<file path="src/rtl/pipe_debug_controller.sv">
// ---------------------------------------------------------------------------
// pipe_debug_controller
//
// Debug controller sitting between the UART and the pipeline registers.
// Pops command bytes from the UART RX FIFO, decodes them into a single
// step, a continuous run until end-of-program, or a pipeline reset, gates
// the pipeline clock enable accordingly, and after a step/run serialises a
// NUM_WORDS x WORD_BYTES snapshot of pipeline state into the UART TX FIFO,
// one byte at a time, waiting for each byte to be transmitted.
//
// Ports
//   clock         system clock
//   reset         asynchronous, active-high reset
//   rx_data       head byte of the RX FIFO, valid the cycle after rx_read
//   rx_available  RX FIFO is non-empty
//   rx_read       one-cycle pop strobe for the RX FIFO
//   tx_data       byte presented to the TX FIFO
//   tx_write      one-cycle push strobe for tx_data
//   tx_done       one-cycle pulse: previously pushed byte has been sent
//   eop           end-of-program flag from the WB stage
//   snapshot      flat pipeline/register state, word 0 in the LSBs
//   pipe_enable   pipeline clock enable
//   pipe_reset    one-cycle synchronous pipeline clear
//   busy          high whenever the controller is not idle
//   mode          0 idle, 1 step, 2 continuous, 3 sending
// ---------------------------------------------------------------------------
module pipe_debug_controller #(
    parameter int          NUM_WORDS  = 16,
    parameter int          WORD_BYTES = 4,
    parameter logic [7:0]  CMD_STEP   = 8'h73,
    parameter logic [7:0]  CMD_CONT   = 8'h63,
    parameter logic [7:0]  CMD_RESET  = 8'h72
) (
    input  logic                              clock,
    input  logic                              reset,
    input  logic [7:0]                        rx_data,
    input  logic                              rx_available,
    output logic                              rx_read,
    output logic [7:0]                        tx_data,
    output logic                              tx_write,
    input  logic                              tx_done,
    input  logic                              eop,
    input  logic [NUM_WORDS*WORD_BYTES*8-1:0] snapshot,
    output logic                              pipe_enable,
    output logic                              pipe_reset,
    output logic                              busy,
    output logic [1:0]                        mode
);

    localparam int NUM_BYTES = NUM_WORDS * WORD_BYTES;
    localparam int SNAP_W    = NUM_BYTES * 8;
    localparam int CNT_W     = (NUM_BYTES > 1) ? $clog2(NUM_BYTES) : 1;

    localparam logic [CNT_W-1:0] LAST_CNT = CNT_W'(NUM_BYTES - 1);

    localparam logic [1:0] MODE_IDLE = 2'd0;
    localparam logic [1:0] MODE_STEP = 2'd1;
    localparam logic [1:0] MODE_CONT = 2'd2;
    localparam logic [1:0] MODE_SEND = 2'd3;

    typedef enum logic [3:0] {
        S_IDLE,
        S_POP,
        S_DECODE,
        S_STEP,
        S_CONT,
        S_RST,
        S_CAPTURE,
        S_SEND,
        S_WAIT
    } state_t;

    state_t              state_q, state_d;
    logic [CNT_W-1:0]    cnt_q, cnt_d;
    logic [SNAP_W-1:0]   capture_q, capture_d;
    logic [7:0]          txData_q, txData_d;
    logic                rxRead_q, rxRead_d;
    logic                txWrite_q, txWrite_d;
    logic                pipeEnable_q, pipeEnable_d;
    logic                pipeReset_q, pipeReset_d;
    logic                busy_q, busy_d;
    logic [1:0]          mode_q, mode_d;

    // Next-state and next-output logic. Every output is computed from the
    // state being entered, so the registered outputs line up exactly with
    // the state they describe. Strobes default low and are raised only on
    // the transition into the state that owns them.
    always_comb begin
        state_d      = state_q;
        cnt_d        = cnt_q;
        capture_d    = capture_q;
        txData_d     = txData_q;
        rxRead_d     = 1'b0;
        txWrite_d    = 1'b0;
        pipeEnable_d = 1'b0;
        pipeReset_d  = 1'b0;

        case (state_q)
            S_IDLE: begin
                if (rx_available) begin
                    state_d  = S_POP;
                    rxRead_d = 1'b1;
                end
            end
            S_POP: begin
                state_d = S_DECODE;
            end
            S_DECODE: begin
                // Unknown bytes fall straight back to idle with no side effects.
                if (rx_data == CMD_STEP) begin
                    state_d      = S_STEP;
                    pipeEnable_d = 1'b1;
                end else if (rx_data == CMD_CONT) begin
                    state_d      = S_CONT;
                    pipeEnable_d = 1'b1;
                end else if (rx_data == CMD_RESET) begin
                    state_d     = S_RST;
                    pipeReset_d = 1'b1;
                end else begin
                    state_d = S_IDLE;
                end
            end
            S_STEP: begin
                state_d = S_CAPTURE;
            end
            S_CONT: begin
                // The enable stays up through the cycle in which eop is seen,
                // so an eop already high on entry still yields one enable cycle.
                if (eop) begin
                    state_d = S_CAPTURE;
                end else begin
                    pipeEnable_d = 1'b1;
                end
            end
            S_RST: begin
                state_d = S_IDLE;
            end
            S_CAPTURE: begin
                capture_d = snapshot;
                state_d   = S_SEND;
            end
            S_SEND: begin
                txData_d  = capture_q[{cnt_q, 3'b000} +: 8];
                txWrite_d = 1'b1;
                state_d   = S_WAIT;
            end
            S_WAIT: begin
                // Only one byte is ever in flight; the next push waits for tx_done.
                if (tx_done) begin
                    if (cnt_q == LAST_CNT) begin
                        cnt_d   = '0;
                        state_d = S_IDLE;
                    end else begin
                        cnt_d   = cnt_q + 1'b1;
                        state_d = S_SEND;
                    end
                end
            end
            default: begin
                state_d = S_IDLE;
            end
        endcase

        busy_d = (state_d != S_IDLE);

        case (state_d)
            S_STEP:                     mode_d = MODE_STEP;
            S_CONT:                     mode_d = MODE_CONT;
            S_CAPTURE, S_SEND, S_WAIT:  mode_d = MODE_SEND;
            default:                    mode_d = MODE_IDLE;
        endcase
    end

    // State, counter, capture register and all outputs. Reset abandons any
    // partial dump, so the next dump restarts from byte 0.
    always_ff @(posedge clock or posedge reset) begin
        if (reset) begin
            state_q      <= S_IDLE;
            cnt_q        <= '0;
            capture_q    <= '0;
            txData_q     <= '0;
            rxRead_q     <= 1'b0;
            txWrite_q    <= 1'b0;
            pipeEnable_q <= 1'b0;
            pipeReset_q  <= 1'b0;
            busy_q       <= 1'b0;
            mode_q       <= MODE_IDLE;
        end else begin
            state_q      <= state_d;
            cnt_q        <= cnt_d;
            capture_q    <= capture_d;
            txData_q     <= txData_d;
            rxRead_q     <= rxRead_d;
            txWrite_q    <= txWrite_d;
            pipeEnable_q <= pipeEnable_d;
            pipeReset_q  <= pipeReset_d;
            busy_q       <= busy_d;
            mode_q       <= mode_d;
        end
    end

    assign rx_read     = rxRead_q;
    assign tx_data     = txData_q;
    assign tx_write    = txWrite_q;
    assign pipe_enable = pipeEnable_q;
    assign pipe_reset  = pipeReset_q;
    assign busy        = busy_q;
    assign mode        = mode_q;

endmodule

</file>
<file path="config.mk">
export PLATFORM = sky130hd
export DESIGN_NAME = pipe_debug_controller
export DESIGN_NICKNAME = d
export VERILOG_FILES = /design/src/rtl/pipe_debug_controller.sv
export SDC_FILE = /design/constraint.sdc
export NUM_CORES = 1
export LEC_CHECK = 0
export ABC_AREA = 0
export CAP_MARGIN = 20
export CORE_MARGIN = 2
export CORE_UTILIZATION = 47
export CTS_BUF_LIST = sky130_fd_sc_hd__clkbuf_8 sky130_fd_sc_hd__clkbuf_16
export DETAILED_ROUTE_END_ITERATION = 10
export HOLD_SLACK_MARGIN = 0.15
export PLACE_DENSITY_LB_ADDON = 0.15
export SLEW_MARGIN = 20
export SYNTH_ARGS = -nofsm -noshare
export SYNTH_HDL_FRONTEND = slang
export SYNTH_SLANG_ARGS = --single-unit
</file>
<file path="constraint.sdc">
create_clock -name clock -period 18.9 [get_ports clock]
set_clock_uncertainty 0.1 [all_clocks]
set_input_delay 1.89 -clock clock [delete_from_list [all_inputs] [get_ports clock]]
set_output_delay 1.89 -clock clock [all_outputs]
set_load 0.005 [all_outputs]
</file>
==> impl_results.md, run 1 <==
- Worst r2r path cells: 6
- Slew @ Worst Pin: 1090 ps
- Gr ovfl total: 0
- Max-slew violations: 0
- Tcrit/Tclk final: 24.5%
- Status: finished clean
- Tmin final: 4630 ps
- Power Density: 140 mW/mm2
- Setup violations, final: 0
- Max Buffers Root-to-Sink: 3
- Routed wire length: 70100 um
- Largest net degree at the start of global routing: 181
- Die Y: 231 um
- Unrepaired setup endpoints after global routing: no
- CTS tree: done
- Clk_lat worst skew: 620 ps
- CTS H-tree depth: 2
- Postcts setup bufs: 0
- Top FF cell, synth: dfrtp_1
- Sink Count: 537
- Vias in the first global route: 16768
- Root buffer cell: clkbuf_16
- Crit Path Class: input pin to asynchronous set/reset pin
- Routed wire length per instance: 24.8 um
- TritonCTS buffer count: 58
- First-pass GRT wire length: 105000 um
- Count leader, synth: dfrtp_1
- Synth cell types: 57
- Die Area: 0.0536 mm2
- Proportion of layout cells with a drive suffix above 1: 34.4%
- Number of routed nets with antenna violations: 0
- Hpwl dp: 51300 um
- Overall routing resource usage: 26.4%
- Initial antenna violation count: 43
- Post-CTS Hold Fix Bufs: 0
- Top-area cell type share of the netlist area: 55.3%
- Clock transition at path regs: 60 ps
- Placer congestion estimate: 0.806
- Detailed Routing Iterations Pass 1: 5
- Post-Syn Area: 0.0243 mm2
- Fillers: 3960
- Core ar.: 0.0512 mm2
- Iter 0 DRT Violations: 975
- Yosys top cell by area: dfrtp_1
- Post-route cell area: 0.0320 mm2
- Worst setup SP type: input pin
- Sequential area share after synthesis: 55.3%
- PostCTS Resize Cnt: 0
- Hold WC Path Type: register to register
- Post-synth ARST share: 100%
- Leak Pwr: 0.0128 uW
- Area growth, synth to finish: 31.6%
- Most frequent cells after synthesis: 537 x dfrtp_1, 512 x mux2_2, 93 x mux4_2
- Worst hold path depth: 2
- #FFs+latches synth: 537
- Fmax: 0.216 GHz
- CP arrival: 5170 ps
- Worst IR drop on VDD: 0.0000826 V
- Critical Path Fanout Max: 96
- MaxCap Viol Count: 0
- Slew headroom: 27.1%
- Starting Density: 47.5%
- Final nets: 2603
- Post-Synthesis Cells: 1568
- Post-DP Area: 0.0301 mm2
- DIE WIDTH: 231 um
- Synth Warn #: 0
- Vias per cell: 5.52
- Final Hold Vio Count: 0
- PortBufs: 539
- Mapped Avg Cell Area: 15.5 um2
- Remaining DRCs: 0
- Worst Path Required: 19450 ps
- Vias: 15582
- Synth top area cells: dfrtp_1 55%, mux2_2 24%, mux4_2 8.6%
- Row count: 83
- Worst Setup End Kind: asynchronous set/reset pin
- Setup TNS: 0 ps
- Net Count, Synth: 2094
- I/O pin cnt: 540
- Number of synthesized flops with an enable pin: 0
-- area by class of cell --
cell class / instances / area (um2) / share of cell area, %
multi-input combinational: 920 / 10200 / 31.9
sequential: 537 / 13500 / 42.0
tap: 680 / 851 / 2.66
antenna: 24 / 60.1 / 0.188
clock buffer: 77 / 1720 / 5.39
inverter: 4 / 22.5 / 0.0704
timing repair buffer: 556 / 5550 / 17.3
clock inverter: 25 / 138 / 0.430
-- logic make-up (layout without fill, tap and decap cells) --
| family | after synthesis | after routing | synth area share (%) |
|---|---|---|---|
| multiplexers | 689 | 689 | 35.9 |
| flip-flops | 537 | 537 | 55.3 |
| AO/OA/AOI/OAI | 128 | 128 | 3.77 |
| buffers and inverters | 111 | 662 | 2.74 |
| AND/OR/NAND/NOR | 99 | 99 | 2.18 |
| XOR/XNOR | 3 | 3 | 0.108 |
| adder cells (fa/ha/maj) | 1 | 1 | 0.0514 |
| other | 0 | 24 | 0 |
-- final timing paths --
kind	startpoint	endpoint	slack [ps]
worst min-delay path	tx_data[7]	tx_data[7]	400
worst min register to register	tx_data[7]	tx_data[7]	400
worst max register to register	state_q[2]	capture_q[212]	14900
max in group clock	state_q[2]	capture_q[212]	14900
min in group asynchronous	reset	capture_q[20]	1660
worst max-delay path	reset	capture_q[85]	14270
-- registers in the layout, summed over array words and instances (netlist names) --
| register | count |
|---|---|
| pipe_enable | 1 |
| tx_write | 1 |
| pipe_reset | 1 |
| rx_read | 1 |
| capture_q | 512 |
| busy | 1 |
| mode | 2 |
| cnt_q | 6 |
| tx_data | 8 |
| state_q | 4 |
-- cell usage in the layout (no fill, tap or decap), types with 8 or more instances in the layout --
| master | Yosys | layout |
|---|---|---|
| nor2b_1 | 16 | 16 |
| mux2_2 | 512 | 512 |
| nand2_1 | 24 | 24 |
| nor2_1 | 18 | 18 |
| mux2i_1 | 82 | 82 |
| diode_2 | 0 | 24 |
| clkbuf_16 | 0 | 59 |
| dfrtp_1 | 537 | 533 |
| o21ai_0 | 10 | 10 |
| o22ai_1 | 14 | 14 |
| clkbuf_8 | 0 | 18 |
| inv_1 | 4 | 16 |
| clkdlybuf4s50_1 | 0 | 539 |
| a22oi_1 | 17 | 17 |
| nand3_1 | 10 | 10 |
| buf_4 | 10 | 13 |
| mux4_2 | 93 | 93 |
| a21oi_1 | 35 | 35 |
| clkinv_2 | 0 | 8 |
-- per-stage QoR --
| step | utilization (%) | worst slack (ps) | total power [uW] | hold slack, ps | std cells |
|---|---|---|---|---|---|
| floorplan | - | 1900 | 2960 | 370 | 1568 |
| CTS | 62.4 | 13510 | 4510 | 388 | 2799 |
| global placement | 58.7 | 12970 | 3330 | 367 | 2697 |
| global route | 62.5 | 13770 | 4720 | 409 | 2816 |
| finish | 62.5 | 14270 | 4470 | 396 | 2823 |
| detailed placement | 58.7 | 12860 | 3400 | 374 | 2697 |
-- power breakdown --
part           switching (uW)  leakage [uW]  internal [uW]
combinational             485       0.00551            867
sequential                294       0.00629           1730
clock                     457      0.000975            633
-- critical path, stage by stage --
cell and delay, ps:
clkdlybuf4s50_1 490, inv_8 460, buf_6 650, buf_4 830
buf_6 680
-- layer usage --
| metal | GRT usage [%] | share of wire [%] | vias up | wire length (um) |
|---|---|---|---|---|
| met2 | 42.4 | 48 | 453 | 33900 |
| met5 | 0 | 0.31 | - | 215 |
| met1 | 33.9 | 40 | 8064 | 28300 |
| met3 | 8.35 | 8.3 | 127 | 5820 |
| li1 | - | - | 6906 | - |
| met4 | 9.19 | 2.7 | 32 | 1920 |
Power figures use the tool's default switching activity.
==> inputs of run 2 (changes only) <==
- CORE_UTILIZATION: 47 -> 46
- clock period: 18.9 -> 4.05 ns (I/O delays scaled with it)
==> impl_results.md, run 2 (same netlist as run 1, synthesis figures left out) <==
- Area growth, synth to finish: 32.6%
- Number of routed nets with antenna violations: 0 (unchanged)
- TritonCTS buffer count: 57 (-1.7%)
- Post-DP Area: 0.0304 mm2 (+0.95%)
- Fmax: 0.319 GHz
- Most frequent cells in the layout: 539 x clkdlybuf4s50_1, 533 x dfrtp_1, 512 x mux2_2
- Cells along the critical path: buf_12 > mux4_2 > mux2i_1 > a21oi_1 > a2111oi_2 > a21oi_1
- Row count: 84 (+1.2%)
- Detailed Routing Iterations Pass 1: 5 (unchanged)
- I/O pin cnt: 540 (unchanged)
- PostCTS Resize Cnt: 0 (unchanged)
- Slew @ Worst Pin: 1140 ps (+43.0 ps)
- Post-CTS Hold Fix Bufs: 0 (unchanged)
- Worst IR drop on VDD: 0.000362 V (+340%)
- FF-to-FF End: tx_data[2]
- DIE WIDTH: 234 um (+1.1%)
- Leak Pwr: 0.0129 uW (+1.0%)
- Iter 0 DRT Violations: 909 (-6.8%)
- R2R Setup Slk: 910 ps (-13990 ps)
- Crit-path slowest cell: dfrtp_4
- Final Hold Vio Count: 0 (unchanged)
- Final nets: 2616 (+0.50%)
- Remaining DRCs: 0 (unchanged)
- Routed wire length per instance: 25.5 um (+2.7%)
- Placer congestion estimate: 0.836 (+3.7%)
- Setup violations, final: 0 (unchanged)
- Die Y: 234 um (+1.1%)
- Core ar.: 0.0524 mm2 (+2.4%)
- Hold WC Path Type: input pin to asynchronous set/reset pin
- Status: finished clean
- Largest register FFs: 512 (unchanged)
- Worst r2r path cells: 6 (unchanged)
- Sink Count: 537 (unchanged)
- Largest net degree at the start of global routing: 181 (unchanged)
- Vias: 15725 (+0.92%)
- Critical R2R Launch: cnt_q[0]
- Starting Density: 46.4% (-1.1 points)
- Critical Path Fanout Max: 36 (-63%)
- Worst setup SP type: register
- Postcts setup bufs: 0 (unchanged)
- CTS H-tree depth: 2 (unchanged)
- Hpwl dp: 54200 um (+5.6%)
- Overall routing resource usage: 26.6% (+0.17 points)
- Max Buffers Root-to-Sink: 3 (unchanged)
- Largest reg by FF count: capture_q
- Total chip power: 21000 uW (+370%)
- MaxCap Viol Count: 0 (unchanged)
- Vias per cell: 5.52 (about the same)
- Clk_lat worst skew: 610 ps (about the same)
- Worst Path Required: 4440 ps (-15010 ps)
- Worst Setup End Kind: register
- Power Density: 650 mW/mm2 (+370%)
- Max-slew violations: 0 (unchanged)
- Gr ovfl total: 0 (unchanged)
- Die Area: 0.0547 mm2 (+2.1%)
- PortBufs: 539 (unchanged)
- Crit-path max cell delay: 950 ps (+120 ps)
- Post-route cell area: 0.0323 mm2 (+0.78%)
- CP arrival: 3530 ps (-1640 ps)
- Post-layout util: 61.5% (-1.0 points)
- Root buffer cell: clkbuf_16
- Unrepaired setup endpoints after global routing: no
- Most used cell, CP: a21oi_1
- Crit Path Class: register to register
- Slew headroom: 24.3% (-2.9 points)
- CTS tree: done
- Vias in the first global route: 16869 (+0.60%)
- Routed wire length: 72700 um (+3.7%)
- Tcrit/Tclk final: 77.5%
- Clock transition at path regs: 60 ps (about the same)
- Commonest non-fill, non-tap cell in the layout: clkdlybuf4s50_1
- Initial antenna violation count: 41 (-4.7%)
- First-pass GRT wire length: 106000 um (+1.5%)
- Proportion of layout cells with a drive suffix above 1: 34.5% (+0.13 points)
- Tmin final: 3140 ps
run 2: changes by cell type in the layout (fill, tap and decap cells not counted), sizes merged:
cell	previous run	this run
diode	24	28
buf	17	31
clkinvlp	1	2
clkbuf	77	76
clkinv	11	5
inv	17	24
run 2: worst max path at each step:
| stage | slack, ps | to | start |
|---|---|---|---|
| 6_report | 910 | tx_data[2] | cnt_q[0] |
| 5_1_grt | 780 | tx_data[0] | cnt_q[2] |
| 4_1_cts | 850 | tx_data[5] | cnt_q[2] |
| 3_5_place_dp | 870 | tx_data[5] | cnt_q[2] |
| 3_3_place_gp | 900 | tx_data[3] | cnt_q[0] |
| 2_1_floorplan | -3760 | busy | reset |
run 2: critical path: cells and delay by family, from the launching register on:
family          cells  cell delay (ps)
flops               1              950
mux                 2             1030
buf+inv             1              260
compound gates      3              630
run 2: area by class of cell:
type                       instances  area [um2]
tap                              688         861
inverter                           4        18.8
timing repair buffer             570        5820
clock inverter                    27         116
clock buffer                      76        1710
fill                            4032       20200
antenna                           28        70.1
multi-input combinational        920       10200
sequential                       537       13500
run 2: power by group:
group | internal [uW] | switching, uW
clock | 2920 | 2140
combinational | 4090 | 2200
sequential | 8080 | 1530
total | 15100 | 5870
run 2: layer usage:
layer  GRT usage (%)  vias to the layer above  part of all wire, %
met5               0                        -                 0.25
met1            34.0                     8109                   41
met2            43.1                      501                   48
met3            7.68                      135                  8.0
li1                -                     6950                    -
met4            9.99                       30                  3.0
run 2: through the flow:
| step | std cells | setup WS [ps] | TNS, ps | hold WS [ps] |
|---|---|---|---|---|
| after floorplan | 1568 | -3760 | -2017520 | 370 |
| after global placement | 2719 | 901 | 0 | 377 |
| after detailed placement | 2719 | 873 | 0 | 385 |
| after CTS | 2822 | 848 | 0 | 181 |
| after global routing | 2842 | 775 | 0 | 207 |
| final | 2850 | 911 | 0 | 189 |
==> inputs of run 3 (changes only) <==
- clock period: 4.05 -> 2.5 ns (I/O delays scaled with it)
==> impl_results.md, run 3 (same netlist as run 1, synthesis figures left out) <==
- Hold WS: 160 ps (-29.3 ps)
- Commonest non-fill, non-tap cell in the layout: clkdlybuf4s50_1
- Setup TNS: 0 ps (unchanged)
- Routed wire length per instance: 24.4 um (-4.5%)
- CTS H-tree depth: 2 (unchanged)
- Slew @ Worst Pin: 645 ps (-491 ps)
- Power Density: 997 mW/mm2 (+53%)
- Max Buffers Root-to-Sink: 3 (unchanged)
- Remaining DRCs: 0 (unchanged)
- Number of routed nets with antenna violations: 0 (unchanged)
- Max-slew violations: 0 (unchanged)
- Tcrit/Tclk final: 96.7% (+19 points)
- Overall routing resource usage: 27.9% (+1.3 points)
- Vias: 16958 (+7.8%)
- Most used cell, CP: buf_4
- Met2 wire len: 37100 um (+5.7%)
- Setup violations, final: 0 (unchanged)
- Row count: 84 (unchanged)
- MaxCap Viol Count: 0 (unchanged)
- Worst Path Required: 2920 ps (-1520 ps)
- Met3 wire length: 4990 um (-14%)
- Crit-path max cell delay: 530 ps (-420 ps)
- Critical Path Fanout Max: 8 (-78%)
- Total chip power: 35200 uW (+68%)
- Die Area: 0.0547 mm2 (unchanged)
- First-pass GRT wire length: 112000 um (+6.0%)
- CTS tree: done
- Hpwl dp: 56800 um (+4.8%)
- Vias per cell: 5.40 (-2.1%)
- Worst IR drop on VDD: 0.000593 V (+64%)
- Largest net degree at the start of global routing: 100 (-45%)
- Crit Path Class: register to register
- Post-route cell area: 0.0353 mm2 (+9.5%)
- Gr ovfl total: 0 (unchanged)
- Largest reg by FF count: capture_q
- PortBufs: 539 (unchanged)
- DIE WIDTH: 234 um (unchanged)
- Hold path start: snapshot[403]
- Root buffer cell: clkbuf_16
- Die Y: 234 um (unchanged)
- Post-DP Area: 0.0310 mm2 (+2.2%)
- Number of cells after detailed placement: 2789 (+2.6%)
- Cells along the critical path: buf_12 > clkbuf_16 > buf_4 > buf_4 > mux4_2 > mux2i_1 > buf_4 > a211o_4 > a21oi_1
- Most frequent cells in the layout: 539 x clkdlybuf4s50_1, 533 x dfrtp_1, 512 x mux2_2
- Tmin final: 2420 ps (-721 ps)
- Detailed Routing Iterations Pass 1: 4 (-1)
- Unrepaired setup endpoints after global routing: yes
- Final nets: 2914 (+11%)
- Core ar.: 0.0524 mm2 (unchanged)
- Largest register FFs: 512 (unchanged)
- Vias in the first global route: 18632 (+10%)
- Critical R2R Launch: cnt_q[0]
- Slew headroom: 57.0% (+33 points)
- Sink Count: 537 (unchanged)
- Initial antenna violation count: 19 (-54%)
- CP arrival: 2840 ps (-690 ps)
- Starting Density: 46.4% (unchanged)
- I/O pin cnt: 540 (unchanged)
- TritonCTS buffer count: 56 (-1.8%)
- Clk_lat worst skew: 610 ps (about the same)
- Fmax: 0.414 GHz (+30%)
- Leak Pwr: 0.0143 uW (+11%)
- Hold WC Path Type: input pin to register
- Clock transition at path regs: 60 ps (about the same)
- Status: finished clean
- Final Hold Vio Count: 0 (unchanged)
- Proportion of layout cells with a drive suffix above 1: 34.6% (+0.11 points)
- Finished Layout Cells: 3139 (+10%)
- Crit-path slowest cell: dfrtp_4
- Worst setup SP type: register
- Max layer used: met5
- Area growth, synth to finish: 45.3%
- Worst Setup End Kind: register
- Origin of the worst setup path: cnt_q[0]
- Routed wire length: 76500 um (+5.2%)
- Placer congestion estimate: 0.881 (+5.4%)
- WL met1: 31700 um (+7.7%)
- Iter 0 DRT Violations: 999 (+9.9%)
[run 3: repair_timing]
item,in CTS,in global routing
setup buffers,1,12
pin swaps,2,2
setup endpoints to repair,5,7
endpoints found under the hold margin,270,0
hold buffers,214,0
gates resized for setup,7,13
cloned,1,1
[run 3: area by class of cell]
cell class / instances / area, um2
flip-flops and latches: 537 / 13500
repair buffers: 869 / 8820
fillers: 3674 / 17100
multi-input cells: 920 / 10300
clock inverters: 29 / 171
well taps: 688 / 861
clock buffers: 74 / 1660
inverters: 4 / 18.8
diodes: 18 / 45.0
[run 3: power breakdown]
| group | internal (uW) | switching (uW) |
|---|---|---|
| logic | 7380 | 4130 |
| registers | 13100 | 2430 |
| clock network | 4730 | 3460 |
[run 3: routing by layer]
metal,vias up,global-route usage (%)
met3,144,6.76
met1,8700,35.7
met5,-,0
li1,7547,-
met2,555,46.0
met4,12,10.6
[run 3: final timing paths]
path / endpoint / slack (ps) / cells after the start
setup / recovery: tx_data[6] / 80 / 9
hold / removal: capture_q[403] / 160 / 2
setup reg to reg: tx_data[6] / 80 / 9
hold reg to reg: capture_q[116] / 400 / 1
max in group asynchronous: capture_q[470] / 910 / 5
min in group asynchronous: capture_q[10] / 540 / 4
[run 3: critical path: cells and delay by family (launching register included)]
kind,cells,cell delay (ps)
compound gates,2,480
buf+inv,5,760
mux,2,460
flops,1,530
[run 3: per-stage QoR]
stage	util, %	worst slack [ps]
CTS	66.9	5.54
detailed placement	59.2	-71.5
floorplan	-	-5150
global placement	59.2	-62.6
finish	67.4	82.0
global route	67.3	-38.9
